--- src/rtl/iiitb_lfsr_mon.sv ---
// Monitor for the serial output of a 4-bit LFSR.
// Two independent parts share the sampled bit stream:
//   * a deserializer that packs every WORD_W sampled bits into a word
//     (first-received bit ends up as the MSB) and counts its ones;
//   * a measurement FSM that captures the first 4 bits after start as a
//     reference pattern and counts bits until the sliding 4-bit window
//     repeats it, flagging stuck streams and runaway searches.
module iiitb_lfsr_mon #(
  parameter int unsigned WORD_W     = 8,
  parameter int unsigned MAX_PERIOD = 31
) (
  input  logic              clk,
  input  logic              rst,
  input  logic              start,
  input  logic              en,
  input  logic              din,
  output logic [WORD_W-1:0] word,
  output logic              word_valid,
  output logic [3:0]        word_ones,
  output logic [4:0]        period,
  output logic              period_valid,
  output logic              stuck_err,
  output logic              timeout_err,
  output logic              busy
);

  typedef enum logic [2:0] {
    S_IDLE,
    S_FILL,
    S_SEARCH,
    S_DONE,
    S_ERROR
  } state_t;

  localparam logic [3:0] LAST_BIT = 4'(WORD_W - 1);
  localparam logic [4:0] PLIMIT   = 5'(MAX_PERIOD);
  localparam logic [2:0] RUN_STUCK = 3'd5;
  localparam logic [2:0] RUN_MAX   = 3'd7;

  // ------------------------------------------------------------------
  // Deserializer
  // ------------------------------------------------------------------
  logic [WORD_W-1:0] sr_q, sr_d;
  logic [3:0]        bcnt_q;
  logic [WORD_W-1:0] word_q;
  logic [3:0]        ones_q, ones_d;
  logic              wv_q;

  // Next shift-register contents and the popcount of that candidate word.
  always_comb begin
    sr_d   = {sr_q[WORD_W-2:0], din};
    ones_d = '0;
    for (int unsigned i = 0; i < WORD_W; i++) begin
      ones_d = ones_d + 4'(sr_d[i]);
    end
  end

  // Shift on every enabled bit; publish the word on the edge that takes its last bit.
  always_ff @(posedge clk) begin
    if (rst) begin
      sr_q   <= '0;
      bcnt_q <= '0;
      word_q <= '0;
      ones_q <= '0;
      wv_q   <= 1'b0;
    end else begin
      wv_q <= 1'b0;
      if (en) begin
        sr_q <= sr_d;
        if (bcnt_q == LAST_BIT) begin
          bcnt_q <= '0;
          word_q <= sr_d;
          ones_q <= ones_d;
          wv_q   <= 1'b1;
        end else begin
          bcnt_q <= bcnt_q + 4'd1;
        end
      end
    end
  end

  // ------------------------------------------------------------------
  // Period measurement FSM
  // ------------------------------------------------------------------
  state_t     state_q;
  logic [3:0] win_q, win_d;
  logic [3:0] ref_q;
  logic [2:0] fill_q;
  logic [2:0] run_q, run_d;
  logic       last_q;
  logic [4:0] pcnt_q, pcnt_d;
  logic [4:0] period_q;
  logic       pv_q;
  logic       stuck_q;
  logic       tout_q;
  logic       busy_q;
  logic       hit_stuck;
  logic       hit_match;
  logic       hit_tout;

  // Candidate window/run/pcount values for the bit being sampled, plus
  // the three terminating conditions evaluated against them.
  always_comb begin
    win_d  = {win_q[2:0], din};
    pcnt_d = pcnt_q + 5'd1;
    if (run_q != '0 && din == last_q) begin
      run_d = (run_q == RUN_MAX) ? RUN_MAX : run_q + 3'd1;
    end else begin
      run_d = 3'd1;
    end
    hit_stuck = (run_d == RUN_STUCK);
    hit_match = (win_d == ref_q);
    hit_tout  = (pcnt_d == PLIMIT);
  end

  // Measurement FSM: start re-arms from any state; stuck beats match beats timeout.
  always_ff @(posedge clk) begin
    if (rst) begin
      state_q  <= S_IDLE;
      win_q    <= '0;
      ref_q    <= '0;
      fill_q   <= '0;
      run_q    <= '0;
      last_q   <= 1'b0;
      pcnt_q   <= '0;
      period_q <= '0;
      pv_q     <= 1'b0;
      stuck_q  <= 1'b0;
      tout_q   <= 1'b0;
      busy_q   <= 1'b0;
    end else if (start) begin
      state_q  <= S_FILL;
      win_q    <= '0;
      ref_q    <= '0;
      fill_q   <= '0;
      run_q    <= '0;
      last_q   <= 1'b0;
      pcnt_q   <= '0;
      period_q <= '0;
      pv_q     <= 1'b0;
      stuck_q  <= 1'b0;
      tout_q   <= 1'b0;
      busy_q   <= 1'b1;
    end else begin
      case (state_q)
        S_FILL: begin
          if (en) begin
            win_q  <= win_d;
            last_q <= din;
            run_q  <= run_d;
            fill_q <= fill_q + 3'd1;
            if (hit_stuck) begin
              state_q <= S_ERROR;
              stuck_q <= 1'b1;
              busy_q  <= 1'b0;
            end else if (fill_q == 3'd3) begin
              ref_q   <= win_d;
              pcnt_q  <= '0;
              state_q <= S_SEARCH;
            end
          end
        end
        S_SEARCH: begin
          if (en) begin
            win_q  <= win_d;
            last_q <= din;
            run_q  <= run_d;
            pcnt_q <= pcnt_d;
            if (hit_stuck) begin
              state_q <= S_ERROR;
              stuck_q <= 1'b1;
              busy_q  <= 1'b0;
            end else if (hit_match) begin
              state_q  <= S_DONE;
              period_q <= pcnt_d;
              pv_q     <= 1'b1;
              busy_q   <= 1'b0;
            end else if (hit_tout) begin
              state_q <= S_ERROR;
              tout_q  <= 1'b1;
              busy_q  <= 1'b0;
            end
          end
        end
        default: begin
          // IDLE, DONE and ERROR hold everything until start or rst.
        end
      endcase
    end
  end

  assign word         = word_q;
  assign word_valid   = wv_q;
  assign word_ones    = ones_q;
  assign period       = period_q;
  assign period_valid = pv_q;
  assign stuck_err    = stuck_q;
  assign timeout_err  = tout_q;
  assign busy         = busy_q;

endmodule

--- config.mk ---
export PLATFORM = sky130hd
export DESIGN_NAME = iiitb_lfsr_mon
export DESIGN_NICKNAME = d
export VERILOG_FILES = /design/src/rtl/iiitb_lfsr_mon.sv
export SDC_FILE = /design/constraint.sdc
export NUM_CORES = 1
export LEC_CHECK = 0
export CORE_MARGIN = 2
export CORE_UTILIZATION = 55
export DETAILED_ROUTE_END_ITERATION = 6
export PLACE_DENSITY = 0.82
export SETUP_SLACK_MARGIN = 0.15
export SLEW_MARGIN = 0
export SYNTH_ARGS = -nofsm -noshare
export SYNTH_HDL_FRONTEND = slang
export SYNTH_SLANG_ARGS = --single-unit
--- constraint.sdc ---
create_clock -name clk -period 5 [get_ports clk]
set_input_delay 1 -clock clk [delete_from_list [all_inputs] [get_ports clk]]
set_output_delay 1 -clock clk [all_outputs]
set_load 0.05 [all_outputs]
# After elaboration in Yosys (flattened, before gate mapping)
# Cells that the tools add are included.
# op_classes
n_addsub	11
n_bitwise	3
n_reduce_logical	18
n_eq_ne	20
muxes	26
# op_table
op	n
3-bit two-way mux	9
5-bit AND reduction	5
5-bit two-way mux	4
4-bit by 1-bit adder with 4-bit output	4
3-bit inequality test (second input constant)	4
5-bit case mux with 2 select lines	1
1-bit two-way mux	9
2-bit inequality test (second input constant)	4
4-bit inequality test (second input constant)	2
4-bit AND reduction	2
3-bit by 1-bit adder with 3-bit output (second input constant)	2
3-bit by 2-bit == test with 1-bit output (second input constant)	2
3-bit == test (second input constant)	2
3-bit case mux with 2 select lines	1
2-bit AND reduction	3
3-bit nonzero test	2
2-bit OR reduction	3
5-bit by 1-bit adder with 5-bit output (second input constant)	1
5-bit == test (second input constant)	1
5-bit inequality test (second input constant)	1
3-bit by 1-bit adder with 4-bit output	1
4-bit by 1-bit adder with 4-bit output (second input constant)	1
4-bit by 3-bit == test with 1-bit output (second input constant)	1
4-bit == test	1
other kinds (10)	12
# word_totals
regBits	55
elab_cells	96
output_inout_bits	22
in_bits	5

# Logic depth before layout (Yosys ltp)
# Gate-level depths: netlist of run 1.
# logic_depth
ltp_word	8
mapped_depth	11
depth_no_buf	11

# Worst setup path after synthesis of run 1
# No wires, ideal clock.
# synth_timing
path_type	input port to flip-flop
start	in din
end	reg ones_q[2] (netlist: word_ones[2])
path_stages	11
slack_ns	1.559
arrival_time_ns	3.371
setup_ns	0.070
required_ns	4.930
cell_sequence	fa_1 inv_1 fa_1 fa_1 inv_1 ha_1 inv_1 fa_1 xnor2_1 nand2_1 a21oi_1
# synth_via
elab_chain_cells	7
# synth_rtl
element	line	rtl
from (decl)	16	input logic din,
1-bit by 1-bit adder with 2-bit output	54	ones_d = ones_d + 4'(sr_d[i]);
2-bit by 1-bit adder with 3-bit output	54	
3-bit by 1-bit adder with 4-bit output	54	
4-bit by 1-bit adder with 4-bit output (4 in series)	54	
to (signal assigned)	73	ones_q <= ones_d;
to (decl)	46	logic [3:0] ones_q, ones_d;
# Every way passes these cells.
# A chain may end at the register's enable or synchronous reset.

# Worst setup path in the final report of run 1
# Ends and elaborated chain as after synthesis.

==> impl_results.md, run 1 <==
- Status: completed
- Crit end category: flip-flop
- Pre-antenna DRT Iters: 4
- Post-synth top flop: dfxtp_1
- Pin count of the biggest net entering global routing: 29
- Post-synthesis mux area share: 6.44%
- Nets@finish: 322
- Dpl cell area: 2790 um^2
- Gr usage total: 19.4%
- Largest family of logic cells by synthesized area: simple AND/OR/NAND/NOR gates
- CP Max Fanout: 7
- Layout cells sized above 1: 6.25%
- R2R Setup Slk: 2.03 ns
- Synth Area per Inst: 8.89 um^2
- PwrDens: 253 nW/um^2
- Worst relative slew slack: 40.5%
- Synth area leader: dfxtp_1
- Min cycle time layout: 3.96 ns
- Initial antenna violation count: 0
- CP required: 5.25 ns
- Reg2reg start: sr_q[0]$_SDFFE_PP0P_
- FF-to-FF path depth: 11
- Most common cell after layout, fill and taps aside: dfxtp_1
- Syn Nets: 301
- Area contributors post-synth: dfxtp_1, mux2i_1, nor2_1
- Clock transition at path regs: 0.09 ns
- Vias in the first global route: 1821
- Fmax: 0.252 GHz
- Row Count: 24
- Layout fillers: 355
- Drt wl/cell: 12.8 um
- Max cap viols: 0
- Most frequent cells in the layout: dfxtp_1, nor2_1, nand2_1, a21oi_1, clkdlybuf4s50_1
- I/O pins: 27
- Worst hold stages: 2
- Worst clock skew: 0.00852 ns
- Die footprint: 5110 um^2
- Tightest Hold Check Type: flip-flop to flip-flop
- ANT nets after route: 0
- Final hold violations: 0
- DR DRC count: 0
- I/O Buffers: 26
- CTS tree: yes
- Routed WL: 4570 um
- Adder-cell share of the synthesized area: 8.19%
- DRC marker count from the first detailed-route iteration: 149
- Reg2reg end: word_ones[2]$_SDFFE_PP0P_
- Critical path class: input port to flip-flop
- H-tree levels: 2
- CP Launch Point: din
- Pwr Total: 0.728 mW
- Peak VDD IR: 0.159 mV
- Compound-cell area share of the yosys netlist: 13.7%
- Synth Register Bits: 54
- Setup Viol. Count Final: 0
- Post-DP HPWL: 3240 um
- Slew Viols, Final: 0
- RSZ-0062 raised after global routing: no
- Ys async rst share: 0%
- Overflow after GRT: 0
- EDFF count, synth: 0
- Clock root buffer: clkbuf_8
- Starting Density: 57.2%
- Detailed-route via count: 1923
- CTS Sinks: 54
- Distinct cell type count after synthesis: 46
- Crit path DAT: 4.21 ns
- Final Cycle Share: 79.2%
- Placer Congestion: 0.885
- Hold Startpoint: word_ones[2]$_SDFFE_PP0P_
- Vert. Die Dim: 71.5 um
- Antenna cells: 0
- First-pass GRT wire length: 7920 um
- Clock Tree Buf Depth: 2
- Setup_tns: 0 ns
- Simple-gate share of the synthesized area: 19.0%
- Register area share after synthesis: 43.1%
- Worst-Margin Slew: 0.891 ns
- Core area: 4380 um^2
- Mapped Area: 2510 um^2
- Drt via density: 5.40
- DIE WIDTH: 71.5 um
- Hold buffers post-CTS: 0
- CTS buffer count: 5
- Synth top area share: 43.1%
- Leak Pwr: 1.08 nW
- Clk Latency, worst-skew pair: 0.30 ns
- Post-CTS sizing: 0
- Post-CTS setup buffer count: 0
- Critical Path Start Type: input port
- Cells after Synth: 282
- Yosys Warn Count: 0
- Area grow syn2layout: 14.8%
- Post-Synth XOR/XNOR Area: 4.19%
- Hold path endpoint: word_ones[2]$_SDFFE_PP0P_
- Design area: 2880 um^2
[cells in the mapped netlist (2+ instances only)]
cell,n
or2_2,2
nand4_1,2
nand3_1,3
fa_1,4
xor2_1,9
a211oi_2,3
nor2b_1,6
a31oi_1,2
mux2i_1,15
xnor2_1,3
a21oi_1,27
dfxtp_1,54
or4_1,2
o21ai_0,6
inv_1,19
a211oi_1,3
or3_1,3
nor3_1,2
nor2_1,37
nand2b_1,2
nand2_1,33
clkbuf_1,11
and2_1,2
ha_1,10
[per-stage QoR]
stage / setup WS [ns] / hold WS (ns) / cells / util (%)
after floorplan: 1.56 / 0.444 / 282 / -
after global placement: 0.862 / 0.440 / 348 / 63.5
after detailed placement: 0.781 / 0.445 / 348 / 63.5
after CTS: 1.09 / 0.459 / 356 / 65.6
after global routing: 0.869 / 0.480 / 356 / 65.6
final: 1.04 / 0.460 / 356 / 65.6
[cells by family (layout without fill, tap and decap cells)]
group | after synthesis | after routing
and+or+nand+nor | 102 | 102
DFF | 54 | 54
AOI/OAI and AO/OA | 51 | 51
buffers and inverters | 33 | 55
muxes | 16 | 16
adders and majority gates | 14 | 14
xor gates and xnor gates | 12 | 12
[worst max path at each step]
stage | slack, ns | endpoint
floorplan | 1.56 | word_ones[2]$_SDFFE_PP0P_
global placement | 0.86 | word_ones[2]$_SDFFE_PP0P_
detailed placement | 0.78 | word_ones[2]$_SDFFE_PP0P_
CTS | 1.09 | word_ones[2]$_SDFFE_PP0P_
global route | 0.87 | word_ones[2]$_SDFFE_PP0P_
finish | 1.04 | word_ones[2]$_SDFFE_PP0P_
[area by class of cell]
type / instances / area [um^2] / area share, %
tap: 52 / 65.1 / 2.26
inverter: 19 / 71.3 / 2.48
sequential: 54 / 1080 / 37.6
clock inverter: 1 / 5.00 / 0.174
timing repair buffer: 28 / 275 / 9.57
multi-input combinational: 195 / 1290 / 44.9
clock buffer: 7 / 86.3 / 3.00
[worst max-delay path: stages]
cell and delay (ns):
clkdlybuf4s50_1 0.58, fa_1 0.59, inv_1 0.05, fa_1 0.49, fa_1 0.41, inv_1 0.07, ha_1 0.18, inv_1 0.06
fa_1 0.37, xnor2_1 0.16, nand2_1 0.08, a21oi_1 0.17
[registers in the layout, summed over array words and instances, names as in the netlist]
| signal | flops |
|---|---|
| word | 8 |
| sr_q | 7 |
| pcnt_q | 5 |
| period | 5 |
| bcnt_q | 4 |
| ref_q | 4 |
| word_ones | 4 |
| fill_q | 3 |
| run_q | 3 |
| state_q | 3 |
| win_q | 3 |
| busy | 1 |
| period_valid | 1 |
| stuck_err | 1 |
| timeout_err | 1 |
| word_valid | 1 |
[metal layers]
layer	track usage [%]	vias to the layer above	part of all wire, %
li1	-	994	-
met1	24.0	887	47
met2	31.9	34	48
met3	5.63	8	4.5
met4	7.76	0	1.5
met5	0	-	0
[power by group]
part           internal (mW)  switching, mW  total, mW
registers              0.434        0.00437      0.438
clock network          0.112          0.133      0.245
logic                 0.0168         0.0273     0.0442
total                  0.563          0.165      0.728
(Power assumes the default switching activity.)
==> inputs of run 2 (changes only) <==
clock period = 4.1 ns   (was 5 ns; I/O delays follow)
==> run 2 against run 1 <==
Net effect:
- die area is the same
- sequential cell count is the same
- first-iteration DRC count shrank 26%
- routed wire length grew 1.7%
- setup slack lost 0.53 ns
- cell area shrank 0.26%
- utilization shrank 0.17 points
- combinational power grew 24%
- register-to-register slack lost 0.90 ns
- global-route usage grew 0.18 points
- sequential power grew 22%
==> impl_results.md, run 2 (same netlist as run 1, synthesis figures left out) <==
- Status: completed
- I/O Buffers: 26 (unchanged)
- Fin cells: 356 (unchanged)
- Gr usage total: 19.6% (+0.18 points)
- Clock Tree Buf Depth: 2 (unchanged)
- Row Count: 24 (unchanged)
- Setup Viol. Count Final: 0 (unchanged)
- Drt wl/cell: 13.1 um (+1.7%)
- Setup_tns: 0 ns (unchanged)
- Area grow syn2layout: 14.5%
- CTS Sinks: 54 (unchanged)
- RSZ-0062 raised after global routing: no
- Max reg flops: 8 (unchanged)
- Detailed-route via count: 1947 (+1.2%)
- Peak VDD IR: 0.194 mV (+22%)
- Overflow after GRT: 0 (unchanged)
- H-tree levels: 2 (unchanged)
- Nets@finish: 323 (+0.31%)
- Crit end category: flip-flop
- Leak Pwr: 1.07 nW (-0.47%)
- Core area: 4380 um^2 (unchanged)
- Routed WL: 4650 um (+1.7%)
- Worst-Margin Slew: 0.840 ns (-0.0513 ns)
- Vias in the first global route: 1807 (-0.77%)
- Initial antenna violation count: 0 (unchanged)
- Layout fillers: 382 (+7.6%)
- Post-CTS setup buffer count: 0 (unchanged)
- Pre-antenna DRT Iters: 4 (unchanged)
- Placed insts: 349 (+0.29%)
- DIE WIDTH: 71.5 um (unchanged)
- Crit-path max cell delay: 0.55 ns (-0.04 ns)
- Starting Density: 57.2% (unchanged)
- Placer Congestion: 0.845 (-4.5%)
- Post-DP HPWL: 3300 um (+1.9%)
- Top cell by count, worst path: fa_1
- Design area: 2870 um^2 (-0.26%)
- Slew Viols, Final: 0 (unchanged)
- Vert. Die Dim: 71.5 um (unchanged)
- Final Cycle Share: 87.5%
- Dpl cell area: 2790 um^2 (+0.27%)
- Crit path DAT: 3.83 ns (-0.38 ns)
- Critical path class: input port to flip-flop
- Clock root buffer: clkbuf_8
- Critical Path, Cell by Cell: clkdlybuf4s50_1 > fa_1 > inv_1 > fa_1 > fa_1 > inv_1 > ha_1 > inv_1 > fa_1 > xnor2_1 > nand2_1 > a21oi_1
- R2R Setup Slk: 1.13 ns (-0.90 ns)
- Layout cells sized above 1: 5.92% (-0.33 points)
- CTS tree: yes
- CTS buffer count: 5 (unchanged)
- Most frequent cells in the layout: dfxtp_1, nor2_1, nand2_1, a21oi_1, clkdlybuf4s50_1
- DR DRC count: 0 (unchanged)
- Final hold violations: 0 (unchanged)
- I/O pins: 27 (unchanged)
- Worst clock skew: 0.00859 ns (+0.0000761 ns)
- DRC marker count from the first detailed-route iteration: 111 (-26%)
- Most common cell after layout, fill and taps aside: dfxtp_1
- Drt via density: 5.47 (+1.2%)
- Die footprint: 5110 um^2 (unchanged)
- Clock transition at path regs: 0.09 ns (about the same)
- Min cycle time layout: 3.59 ns
- Antenna cells: 0 (unchanged)
- ANT nets after route: 0 (unchanged)
- Fmax: 0.279 GHz
- Clk Latency, worst-skew pair: 0.30 ns (about the same)
- Hold buffers post-CTS: 0 (unchanged)
- Worst relative slew slack: 43.9% (+3.4 points)
- CP Max Fanout: 2 (-5)
- Max cap viols: 0 (unchanged)
- Worst path slowest cell: fa_1
- Pin count of the biggest net entering global routing: 29 (unchanged)
- CP required: 4.34 ns (-0.91 ns)
- CP bufs+invs: 4 (unchanged)
- Crit-path leading delay family: adder cells
- PwrDens: 305 nW/um^2 (+20%)
- First-pass GRT wire length: 8020 um (+1.3%)
- Critical Path Start Type: input port
- Tightest Hold Check Type: flip-flop to flip-flop
- Post-CTS sizing: 0 (unchanged)
[run 2: cell types whose count changed in the layout (fill, tap and decap cells not counted), sizes merged]
cell	previous run	this run
clkinv	1	0
buf	2	3
[run 2: path summary, 6_finish.rpt]
kind                             startpoint                         to  depth (start not counted)
setup / recovery                        din  word_ones[2]$_SDFFE_PP0P_                         12
hold / removal    word_ones[2]$_SDFFE_PP0P_  word_ones[2]$_SDFFE_PP0P_                          2
setup reg to reg       sr_q[0]$_SDFFE_PP0P_  word_ones[2]$_SDFFE_PP0P_                         11
hold reg to reg   word_ones[2]$_SDFFE_PP0P_  word_ones[2]$_SDFFE_PP0P_                          2
[run 2: report_power, final]
group	internal, mW	switching, mW
combinational	0.0210	0.0336
clock	0.118	0.167
sequential	0.529	0.00528
total	0.669	0.206
[run 2: area by class of cell]
| cell class | instances | area [um^2] | share of cell area, % |
|---|---|---|---|
| clock buffer | 7 | 76.3 | 2.66 |
| inverter | 19 | 71.3 | 2.49 |
| multi-input combinational | 195 | 1290 | 45.1 |
| sequential | 54 | 1080 | 37.7 |
| tap | 52 | 65.1 | 2.27 |
| timing repair buffer | 29 | 283 | 9.86 |
[run 2: per-layer routing]
metal	GRT usage [%]	share of wire (%)	up-vias
met5	0	0	-
met4	6.71	1.4	0
met3	4.64	3.2	9
met2	32.2	46	28
met1	25.3	49	922
li1	-	-	988
[run 2: tightest hold or removal path: stages, from the launching register on]
cell     delay, ns
dfxtp_1       0.32
nand2_1       0.05
a21oi_1       0.05
[run 2: metrics by stage]
step	hold WS, ns	total power, mW	setup slack, ns	utilization [%]
final	0.459	0.875	0.511	65.4
after global routing	0.487	0.905	0.372	65.4
after CTS	0.465	0.882	0.513	65.4
after detailed placement	0.452	0.602	0.190	63.7
after global placement	0.442	0.600	0.283	63.7
after floorplan	0.444	0.586	0.839	-
==> inputs of run 3 (changes only) <==
CAP_MARGIN = 10   (was not set)
CORE_UTILIZATION = 45   (was 55)
PLACE_DENSITY = 0.7   (was 0.82)
SKIP_CTS_REPAIR_TIMING = 1   (was not set)
==> run 3 against run 2 <==
Net effect:
- register-to-register slack gained 0.05 ns
- worst hold slack lost 0.0021 ns
- sequential share of layout area shrank 0.79 points
- combinational power shrank 1%
- critical path depth is the same
- utilization shrank 12 points
- sequential cell count is the same
- clock power grew 26%
- die area grew 21%
- routed wire length grew 1.0%
- critical endpoint unchanged
- largest cell class unchanged
- highest routed layer unchanged
==> impl_results.md, run 3 (same netlist as run 1, synthesis figures left out) <==
- Status: completed
- Sw frac: 21.4% (-2.2 points)
- Core area: 5440 um^2 (+24%)
- Flop pwr share: 56.4% (-4.7 points)
- Final Cycle Share: 86.8% (-0.75 points)
- Layout cells sized above 1: 6.58% (+0.66 points)
- Area grow syn2layout: 16.9%
- Critical path class: input port to flip-flop
- Post-DP HPWL: 3280 um (-0.51%)
- Net switching power: 0.203 mW (-1.6%)
- Vias in the first global route: 1924 (+6.5%)
- Leak Pwr: 1.09 nW (+1.8%)
- CTS Sinks: 54 (unchanged)
- Antenna cells: 0 (unchanged)
- Worst path slowest cell: fa_1
- PwrDens: 324 nW/um^2 (+6.2%)
- Internal power: 0.746 mW (+12%)
- CP Max Fanout: 2 (unchanged)
- ANT nets after route: 0 (unchanged)
- Initial antenna violation count: 0 (unchanged)
- Wire length on met3: 145 um (-3.3%)
- Clock root buffer: clkbuf_8
- CP bufs+invs: 4 (unchanged)
- Final hold slack: 0.457 ns (-0.00207 ns)
- Detailed-route via count: 1918 (-1.5%)
- CTS buffer count: 5 (unchanged)
- Fmax: 0.281 GHz (+0.86%)
- I/O pins: 27 (unchanged)
- Routed WL: 4700 um (+1.0%)
- Row Count: 27 (+13%)
- Slew Viols, Final: 0 (unchanged)
- Crit end category: flip-flop
- Drt via density: 5.10 (-6.7%)
- RSZ-0062 raised after global routing: no
- Peak VDD IR: 0.170 mV (-12%)
- Gr usage total: 16.3% (-3.2 points)
- Top cell by count, worst path: fa_1
- Starting Density: 46.1% (-11 points)
- Placer Congestion: 0.778 (-7.9%)
- Dpl cell area: 2820 um^2 (+0.90%)
- DR DRC count: 0 (unchanged)
- Setup Viol. Count Final: 0 (unchanged)
- Crit-path leading delay family: adder cells
- Drt wl/cell: 12.5 um (-4.3%)
- Crit path DAT: 3.80 ns (-0.03 ns)
- DR WL met2: 2310 um (+7.4%)
- Critical Path Start Type: input port
- Worst clock skew: 0.0123 ns (+0.00370 ns)
- Die footprint: 6180 um^2 (+21%)
- Most common cell after layout, fill and taps aside: dfxtp_1
- Pin count of the biggest net entering global routing: 29 (unchanged)
- Pre-antenna DRT Iters: 4 (unchanged)
- Top sig layer: met4
- Max reg flops: 8 (unchanged)
- First-pass GRT wire length: 8270 um (+3.0%)
- Combinational Power Share: 5.7% (-0.5 points)
- Setup_tns: 0 ns (unchanged)
- Most frequent cells in the layout: dfxtp_1, nor2_1, nand2_1, a21oi_1, clkdlybuf4s50_1
- Min cycle time layout: 3.56 ns (-0.0306 ns)
- DIE WIDTH: 78.6 um (+10%)
- Tightest Hold Check Type: flip-flop to flip-flop
- Clk pwr share: 37.9% (+5.3 points)
- Overflow after GRT: 0 (unchanged)
- Max cap viols: 0 (unchanged)
- WL met1: 2210 um (-3.3%)
- Clk Latency, worst-skew pair: 0.30 ns (about the same)
- I/O Buffers: 26 (unchanged)
- Worst-Margin Slew: 0.898 ns (+0.0584 ns)
- Worst relative slew slack: 40.0% (-3.9 points)
- Nets@finish: 323 (unchanged)
- DRC marker count from the first detailed-route iteration: 30 (-73%)
- Final hold violations: 0 (unchanged)
- Vert. Die Dim: 78.6 um (+10%)
- H-tree levels: 2 (unchanged)
- CTS tree: yes
- Clock transition at path regs: 0.09 ns (about the same)
- Clock Tree Buf Depth: 2 (unchanged)
- CP required: 4.34 ns (about the same)
- Design area: 2930 um^2 (+2.1%)
- Crit-path max cell delay: 0.55 ns (about the same)
- Critical Path, Cell by Cell: clkdlybuf4s50_1 > fa_1 > inv_1 > fa_1 > fa_1 > inv_1 > ha_1 > inv_1 > fa_1 > xnor2_1 > nand2_1 > a21oi_1
[run 3: worst paths after layout]
path	startpoint	end	slack (ns)	cells after the start
setup / recovery	din	word_ones[2]$_SDFFE_PP0P_	0.54	12
hold / removal	word_ones[2]$_SDFFE_PP0P_	word_ones[2]$_SDFFE_PP0P_	0.46	2
setup reg to reg	sr_q[2]$_SDFFE_PP0P_	word_ones[2]$_SDFFE_PP0P_	1.18	11
hold reg to reg	word_ones[2]$_SDFFE_PP0P_	word_ones[2]$_SDFFE_PP0P_	0.46	2
[run 3: per-stage QoR]
stage / setup WS [ns] / power, mW / cells / util, %
finish: 0.541 / 0.949 / 376 / 53.9
global route: 0.397 / 0.985 / 376 / 53.9
CTS: 0.523 / 0.964 / 376 / 53.9
detailed placement: 0.210 / 0.602 / 369 / 51.8
global placement: 0.257 / 0.600 / 369 / 51.8
floorplan: 0.839 / 0.586 / 282 / -
[run 3: routing by layer]
| layer | track usage, % | up-vias |
|---|---|---|
| met2 | 29.9 | 22 |
| li1 | - | 980 |
| met5 | 0 | - |
| met1 | 19.1 | 912 |
| met3 | 3.56 | 4 |
| met4 | 4.56 | 0 |
[run 3: worst register-to-register path, cell delays in order (launching register included)]
cell	delay, ns
dfxtp_1	0.44
fa_1	0.45
inv_1	0.07
fa_1	0.42
fa_1	0.43
inv_1	0.07
ha_1	0.17
inv_1	0.06
fa_1	0.37
xnor2_1	0.14
nand2_1	0.06
a21oi_1	0.16
[run 3: power by group through the flow]
stage	sequential, mW	combinational (mW)	clock (mW)
after floorplan	0.548	0.0371	0
after global placement	0.547	0.0535	0
after detailed placement	0.547	0.0547	0
after CTS	0.535	0.0550	0.374
after global routing	0.536	0.0606	0.389
final	0.535	0.0539	0.360
[run 3: layout make-up]
cell class                 instances  area (um^2)
fill                             521         2510
inverter                          19         71.3
clock buffer                       6         82.6
clock inverter                     1         30.0
sequential                        54         1080
timing repair buffer              29          283
tap                               72         90.1
multi-input combinational        195         1290
